===== src/rtl/multiplier_datapath.sv =====
// Shift-and-add multiplier datapath: A/C/Q/M registers and step counter driven by sequencer commands.
// Optional protocol checker enabled by defining MULT_DP_PROTOCOL_CHECK_EN; otherwise err is tied low.
module multiplier_datapath #(
    parameter int n = 4
) (
    input  logic           clock,
    input  logic           n_reset,
    input  logic           reset,
    input  logic           add_shift,
    input  logic           shift,
    input  logic [n-1:0]   multiplicand,
    input  logic [n-1:0]   multiplier,
    output logic           Q0,
    output logic [2*n-1:0] product,
    output logic           product_valid,
    output logic           err
);

    localparam int              CW       = $clog2(n + 1);
    localparam logic [CW-1:0]   CNT_DONE = CW'(n);

    logic [n-1:0]  a_q, a_d;
    logic [n-1:0]  q_q, q_d;
    logic [n-1:0]  m_q, m_d;
    logic          c_q, c_d;
    logic [CW-1:0] cnt_q, cnt_d;
    logic          valid_q, valid_d;
    logic [n:0]    sum;
    logic          done;

    assign sum  = {1'b0, a_q} + {1'b0, m_q};
    assign done = (cnt_q == CNT_DONE);

    always_comb begin
        a_d   = a_q;
        q_d   = q_q;
        m_d   = m_q;
        c_d   = c_q;
        cnt_d = cnt_q;
        if (reset) begin
            m_d   = multiplicand;
            q_d   = multiplier;
            a_d   = '0;
            c_d   = 1'b0;
            cnt_d = '0;
        end else if (add_shift && !done) begin
            // The add carry lands directly in A's MSB, so C never holds a value across edges.
            a_d   = {sum[n], sum[n-1:1]};
            q_d   = {sum[0], q_q[n-1:1]};
            c_d   = 1'b0;
            cnt_d = cnt_q + 1'b1;
        end else if (shift && !done) begin
            a_d   = {c_q, a_q[n-1:1]};
            q_d   = {a_q[0], q_q[n-1:1]};
            c_d   = 1'b0;
            cnt_d = cnt_q + 1'b1;
        end
        // cnt_d is zero on a reset command, so this also clears valid there.
        valid_d = (cnt_d == CNT_DONE);
    end

    always_ff @(posedge clock or negedge n_reset) begin
        if (!n_reset) begin
            a_q     <= '0;
            q_q     <= '0;
            m_q     <= '0;
            c_q     <= 1'b0;
            cnt_q   <= '0;
            valid_q <= 1'b0;
        end else begin
            a_q     <= a_d;
            q_q     <= q_d;
            m_q     <= m_d;
            c_q     <= c_d;
            cnt_q   <= cnt_d;
            valid_q <= valid_d;
        end
    end

    assign Q0            = q_q[0];
    assign product       = {a_q, q_q};
    assign product_valid = valid_q;

`ifdef MULT_DP_PROTOCOL_CHECK_EN
    logic err_q, err_d;
    logic violation;

    assign violation = (add_shift && shift)
                     || ((add_shift || shift) && done)
                     || (add_shift && !q_q[0]);

    always_comb begin
        err_d = err_q;
        if (reset) begin
            err_d = 1'b0;
        end else if (violation) begin
            err_d = 1'b1;
        end
    end

    always_ff @(posedge clock or negedge n_reset) begin
        if (!n_reset) begin
            err_q <= 1'b0;
        end else begin
            err_q <= err_d;
        end
    end

    assign err = err_q;
`else
    assign err = 1'b0;
`endif

endmodule


===== config.mk =====
export PLATFORM = sky130hd
export DESIGN_NAME = multiplier_datapath
export DESIGN_NICKNAME = d
export VERILOG_FILES = /design/src/rtl/multiplier_datapath.sv
export SDC_FILE = /design/constraint.sdc
export NUM_CORES = 1
export LEC_CHECK = 0
export CORE_MARGIN = 2
export CORE_UTILIZATION = 51
export DETAILED_ROUTE_END_ITERATION = 6
export PLACE_DENSITY_LB_ADDON = 0.05
export RECOVER_POWER = 100
export SLEW_MARGIN = 20
export SYNTH_ARGS = -nofsm -noshare
export SYNTH_HDL_FRONTEND = slang
export SYNTH_SLANG_ARGS = --single-unit

===== constraint.sdc =====
create_clock -name clock -period 3.01 [get_ports clock]
set_input_delay 0.602 -clock clock [delete_from_list [all_inputs] [get_ports clock]]
set_output_delay 0.602 -clock clock [all_outputs]
set_load 0.05 [all_outputs]

Yosys cells after proc, flatten, opt, wreduce, memory -nomap -nowiden
Cells that the tools add are included.
{"block": "op_classes", "add_sub_neg": 2, "mul": 0, "n_div": 0, "n_lt_le_gt_ge": 0, "n_eq_ne": 2, "shift": 0, "n_mux": 12, "bitwise_logic": 0, "n_reduce_logical": 4}
{"operator": "$mux W4", "n": 6}
{"operator": "$mux W3", "n": 3}
{"operator": "$eq A3 B3 Y1 const B", "n": 2}
{"operator": "$add A4 B4 Y5", "n": 1}
{"operator": "$add A3 B1 Y3 const B", "n": 1}
{"operator": "$mux W1", "n": 3}
{"operator": "$reduce_bool A3 Y1", "n": 1}
{"operator": "$logic_and A1 B1 Y1", "n": 2}
{"operator": "$logic_not A1 Y1", "n": 1}
{"block": "totals", "register_bits": 17, "latch_bits": 0, "ramBits": 0, "rom_bits": 0, "inputBits": 13, "output_inout_bits": 11, "elab_cells": 26, "n_memories": 0}

Logic depth before layout (Yosys ltp)
Gate-level depths: netlist of the first run.
{"block": "logic_depth", "word_depth": 7, "depth_mapped": 7, "depth_no_buf": 6}

Worst setup path before layout of the first run
No wires, ideal clock.
{"block": "synth_path", "path_type": "register to register", "from": "register a_q[0]", "to": "register a_q[3]", "setup_ps": 138, "arrival_ps": 1627, "required_time_ps": 2872, "path_slack_ps": 1245, "stages_incl_launch_ff": 7, "n_path_buf": 0, "period_less_slack_ps": 1765, "path_cell_list": "dfrtp_1 -> ha_1 -> fa_1 -> a21oi_1 -> nor2b_1 -> o21ai_1 -> a21oi_1"}
{"block": "synth_between", "elab_chain_cells": 3}
{"item": "start, declared", "line": "22", "source": "logic [n-1:0] a_q, a_d;"}
{"item": "start signal, assigned", "line": "64", "source": "a_q <= '0;"}
{"item": "start signal, assigned", "line": "71", "source": "a_q <= a_d;"}
{"item": "$add A4 B4 Y5", "line": "31", "source": "assign sum = {1'b0, a_q} + {1'b0, m_q};"}
{"item": "$mux W4", "line": "46", "source": "end else if (add_shift && !done) begin"}
{"item": "$mux W4", "line": "40", "source": "if (reset) begin"}
Every way passes these cells.
A chain may end at the register's enable or synchronous reset.

Worst setup path after layout of the first run
{"block": "layout_path", "from": "register a_q[1]", "to": "output port product[5]"}
{"item": "end, declared", "line": "14", "source": "output logic [2*n-1:0] product,"}
No word-level cell between the ends.

==> flow_summary.json, run 1 <==
{
  "clock_sinks": 16,
  "power_density_nw_per_um2": 505,
  "grt_pass1_vias": 623,
  "fp.coreArea_sq_um": 1710,
  "rsz0062_at_grt": "false",
  "syn_area_per_cell_sq_um": 10.4,
  "p_int_mw": 0.387,
  "critPathKind": "reg -> out",
  "synth_cell_types": 30,
  "cts_setup_buffers": 0,
  "routedWlPerCell_microns": 13.0,
  "drc": 0,
  "grt_max_degree": 23,
  "synth_edf_count": 0,
  "post-dp-hpwl_microns": 1290,
  "cp-end-kind": "primary output",
  "p_leak_nw": 0.518,
  "seqCellArea_sq_um": 400,
  "fmax_mhz": 449,
  "synthesis.nets": 109,
  "n_fill_cell": 139,
  "die_h_microns": 46.6,
  "avgViaCountPerCell": 5.27,
  "slowest_delay_ns": 0.90,
  "ys.flop_type": "dfrtp_1",
  "syn_inst": 89,
  "drt-total-wl_microns": 1750,
  "hold_viol": 0,
  "switching_power_mw": 0.203,
  "multi_input_area_sq_um": 469,
  "p_comb_share_pct": 32.5,
  "clock_latency_ns": 0.29,
  "slew_viol_final": 0,
  "arrival_ns": 1.63,
  "min_period_ns": 2.23,
  "path_buf_inv": 1,
  "postRouteAntennaNets": 0,
  "tns_ns": 0,
  "rrSetupSlack_ns": 1.22,
  "cts_root_buf": "clkbuf_4",
  "worstPathRequired_ns": 2.41,
  "drt_iter0_markers": 11,
  "cp_slowest_cell": "dlygate4sd3_1",
  "cts_resized": 0,
  "crit_fanout": 5,
  "drive_gt1_share_pct": 10.9,
  "row_count": 15,
  "synth_area_leaders": "dfrtp_1 (43%), ha_1 (8.1%), mux2_2 (4.9%)",
  "yosys.area.top_type": "dfrtp_1",
  "switching_share_pct": 34.4,
  "cp_cell_sequence": "dlygate4sd3_1",
  "num_vias": 711,
  "setup_viol": 0,
  "synth.cell_area_sq_um": 925,
  "ys.warnings.count": 0,
  "dr.pass1.iters": 4,
  "start_util_pct": 54.1,
  "grt_pass1_wl_microns": 2790,
  "yosysSeqAreaShare_pct": 43.3,
  "cpLargestDelayFamily": "buffers and inverters",
  "pwr-share-clk_pct": 24.0,
  "async_flop_share_pct": 100,
  "nets": 131,
  "grt_util_all_layers_pct": 18.8,
  "worst_pin_slew_ns": 0.907,
  "dieWidth_microns": 46.6,
  "slew_headroom_pct": 38.9,
  "die_area_sq_um": 2170,
  "area.growth.synth_to_final_pct": 26.4,
  "ys_ff_latch": 16,
  "clockBufferDepth": 2,
  "finalPower_mw": 0.590,
  "power.share.sequential_pct": 43.5,
  "clk_transition_reported_paths_ns": 0.09,
  "status": "completed",
  "peakVddDrop_mv": 0.355,
  "cts_tree": "yes",
  "min_path_type": "reg -> reg",
  "max-cap-violations": 0,
  "clock_skew_ns": 0.00404,
  "grt_overflow": 0,
  "gp_congestion": 0.748,
  "port_buffers": 22,
  "antenna_found_initial": 0,
  "fin_crit_sh_pct": 74.1,
  "numCtsBuffers": 3,
  "cts_hold_buf": 0,
  "synth_top_cell_area_share_pct": 43.3,
  "cts.htree.levels": 1,
  "io_pins": 24,
  "critPathLaunchType": "flip-flop",
  "diodes": 0
}
[cell usage after synthesis, types with 3 or more instances]
cell / instances
nor2_1: 3
dfrtp_1: 16
ha_1: 6
a21oi_1: 7
o21ai_1: 8
nor3_1: 3
mux2_2: 4
nand2_1: 9
inv_1: 3
mux2i_1: 4
[registers in the layout (all words and copies together) (netlist names)]
name and count:
cnt_q 3, q_q 4, a_q 4, product_valid 1
m_q 4
[power by group through the flow]
stage	sequential, mW	clock (mW)	combinational (mW)
after detailed placement	0.262	0	0.203
after global routing	0.260	0.154	0.210
after CTS	0.258	0.146	0.205
after floorplan	0.300	0	0.0998
after global placement	0.261	0	0.199
final	0.257	0.142	0.192
[path summary, 6_finish.rpt]
kind	from	cells past startpoint	endpoint
max reg2reg	cnt_q[0]	5	a_q[0]
min	m_q[3]	1	m_q[3]
max in group asynchronous	n_reset	1	m_q[1]
min reg2reg	m_q[3]	1	m_q[3]
min in group asynchronous	n_reset	1	cnt_q[2]
max	a_q[1]	1	product[5]
[layout by cell type, fill, tap and decap left out, types with 2 or more instances in the layout]
cell              n
dfrtp_1          16
dlygate4sd3_1    13
nand2_1           9
clkdlybuf4s50_1   9
a21oi_1           7
o21ai_0           6
ha_1              6
o21ai_1           4
mux2i_1           4
mux2_2            4
inv_1             3
nor2_1            3
nor3_1            3
clkbuf_4          3
xnor2_1           2
a211oi_2          2
o211ai_1          2
nor2b_1           2
[per-layer routing]
metal | GRT usage (%) | wire length (microns)
met1 | 24.3 | 791
met2 | 29.4 | 826
met3 | 3.53 | 90
met4 | 10.3 | 42
met5 | 0 | 0
[area by class of cell]
cell class | instances | share of cell area [%]
Inverter | 3 | 0.964
Sequential cell | 16 | 34.3
Clock buffer | 4 | 3.10
Multi-Input combinational cell | 65 | 40.1
Timing Repair Buffer | 22 | 18.8
Tap cell | 25 | 2.68
[cell families (layout without fill, tap and decap cells)]
family | Yosys count | count (layout) | synth area share, %
muxes | 8 | 8 | 9.20
other | 1 | 1 | 0.406
xor gates and xnor gates | 3 | 3 | 2.84
and+or+nand+nor | 20 | 20 | 10.3
buffers and inverters | 8 | 29 | 4.33
AOI/OAI and AO/OA | 26 | 26 | 19.4
adders and majority gates | 7 | 7 | 10.3
DFF | 16 | 16 | 43.3
[per-stage QoR]
step	setup WS, ns	hold slack (ns)	util [%]	cells	area (sq um)
6_report	0.781	0.530	68.4	135	1170
5_1_grt	0.737	0.556	68.4	135	1170
4_1_cts	0.825	0.534	69.3	135	1180
3_5_place_dp	0.858	0.512	67.2	131	1150
3_3_place_gp	0.874	0.503	67.2	131	1150
2_1_floorplan	1.25	0.306	-	89	925
Note: power is estimated with default switching activity, not from simulation.
==> inputs of run 2 (changes only) <==
- CORE_UTILIZATION: 51 -> 47
- clock period: 3.01 -> 2.1 ns (I/O delays scaled with it)
==> flow_summary.json, run 2 (same netlist as run 1, synthesis figures left out) <==
{
  "max-cap-violations": 0,
  "rrSetupSlack_ns": 0.35,
  "slowest_delay_ns": 0.84,
  "cts_root_buf": "clkbuf_4",
  "drt_iter0_markers": 12,
  "routedWlPerCell_microns": 12.5,
  "stdcell_area_sq_um": 1190,
  "grt_pass1_wl_microns": 3210,
  "cts_resized": 0,
  "die_h_microns": 48.4,
  "switching_power_mw": 0.294,
  "p_comb_share_pct": 32.8,
  "arrival_ns": 1.57,
  "pre_cts_ws_ns": 0.264,
  "fin_crit_sh_pct": 94.9,
  "dr.pass1.iters": 6,
  "multi_input_area_sq_um": 473,
  "gp_congestion": 0.712,
  "switching_share_pct": 34.4,
  "num_vias": 709,
  "slew_headroom_pct": 40.7,
  "final_cell_mix": "dfrtp_1 (16), clkdlybuf4s50_1 (13), nand2_1 (10)",
  "die_area_sq_um": 2340,
  "pwr-share-clk_pct": 24.1,
  "diodes": 0,
  "seqCellArea_sq_um": 400,
  "grt_pass1_vias": 742,
  "path_buf_inv": 1,
  "power.share.sequential_pct": 43.1,
  "numCtsBuffers": 3,
  "timing.rr.start": "cnt_q[0]",
  "antenna_found_initial": 0,
  "drive_gt1_share_pct": 11.5,
  "peakVddDrop_mv": 0.382,
  "setup_viol": 0,
  "drt-total-wl_microns": 1750,
  "grt_max_degree": 17,
  "avgViaCountPerCell": 5.06,
  "clock_sinks": 16,
  "dieWidth_microns": 48.4,
  "start_util_pct": 48.6,
  "worstPathRequired_ns": 1.68,
  "cp_slowest_cell": "clkdlybuf4s50_1",
  "cp_cell_sequence": "clkdlybuf4s50_1",
  "cts_hold_buf": 0,
  "grt_util_all_layers_pct": 17.2,
  "critPathKind": "reg -> out",
  "cts_tree": "yes",
  "fmax_mhz": 502,
  "min_period_ns": 1.99,
  "p_int_mw": 0.560,
  "cts.htree.levels": 1,
  "grt_overflow": 0,
  "cts_setup_buffers": 0,
  "status": "completed",
  "clock_skew_ns": 0.00181,
  "rsz0062_at_grt": "false",
  "io_pins": 24,
  "r2r_cells": 6,
  "n_fill_cell": 168,
  "drc": 0,
  "clockBufferDepth": 2,
  "fp.coreArea_sq_um": 1900,
  "tns_ns": 0,
  "cpLargestDelayFamily": "buffers and inverters",
  "min_path_type": "reg -> reg",
  "postRouteAntennaNets": 0,
  "clk_transition_reported_paths_ns": 0.10,
  "worst_pin_slew_ns": 0.890,
  "row_count": 16,
  "p_leak_nw": 0.526,
  "port_buffers": 22,
  "cp-end-kind": "primary output",
  "place_area_sq_um": 1170,
  "hold_viol": 0,
  "area.growth.synth_to_final_pct": 29.1,
  "critPathLaunchType": "flip-flop",
  "clock_latency_ns": 0.28,
  "slew_viol_final": 0,
  "nets": 134,
  "power_density_nw_per_um2": 715,
  "crit_fanout": 5,
  "rr_endpoint": "product_valid",
  "post-dp-hpwl_microns": 1300,
  "worstHoldStart": "m_q[0]",
  "hold-path-cell-count": 1,
  "hold_end": "m_q[0]",
  "final_common_cell": "dfrtp_1",
  "fin_ws_ns": 0.107,
  "reg_top3": "a_q (4), m_q (4), q_q (4)"
}
==> run 2: power by group through the flow <==
stage                     registers (mW)  logic [mW]  clock network, mW
after floorplan                    0.430       0.143                  0
after CTS                          0.370       0.297              0.215
after detailed placement           0.376       0.294                  0
after global routing               0.374       0.307              0.230
final                              0.368       0.280              0.206
after global placement             0.376       0.291                  0
==> run 2: how the worst max path moves through the flow <==
stage | from | endpoint | cells past startpoint
2_1_floorplan | a_q[0] | a_q[3] | 6
3_3_place_gp | add_shift | product_valid | 4
3_5_place_dp | add_shift | product_valid | 4
4_1_cts | a_q[1] | product[5] | 1
5_1_grt | a_q[2] | product[6] | 1
6_report | a_q[1] | product[5] | 1
==> run 2: layout make-up <==
cell class                 count  area share [%]
tap                           27            2.83
clock buffer                   4            3.04
timing repair buffer          25            20.0
multi-input combinational     65            39.6
inverter                       3           0.943
sequential                    16            33.5
==> run 2: worst reg2reg max path: cells and delay by family (launching register included) <==
family	cells	cell delay, ns
compound gates	2	0.63
fa+ha+maj	1	0.27
buf+inv	1	0.09
flops	1	0.43
simple gates	2	0.24
==> run 2: per-stage QoR <==
stage / cells / util (%) / hold slack (ns) / power, mW
2_1_floorplan: 89 / - / 0.124 / 0.573
3_3_place_gp: 136 / 61.6 / 0.497 / 0.666
3_5_place_dp: 136 / 61.6 / 0.508 / 0.670
4_1_cts: 140 / 63.6 / 0.459 / 0.881
5_1_grt: 140 / 62.8 / 0.545 / 0.911
6_report: 140 / 62.8 / 0.520 / 0.854
==> run 2: metal layers <==
metal	vias to the layer above	global-route usage, %	share of wire [%]
met3	0	2.47	4.0
li1	358	-	-
met4	0	5.71	0
met5	-	0	0
met2	20	29.6	47
met1	331	22.3	49
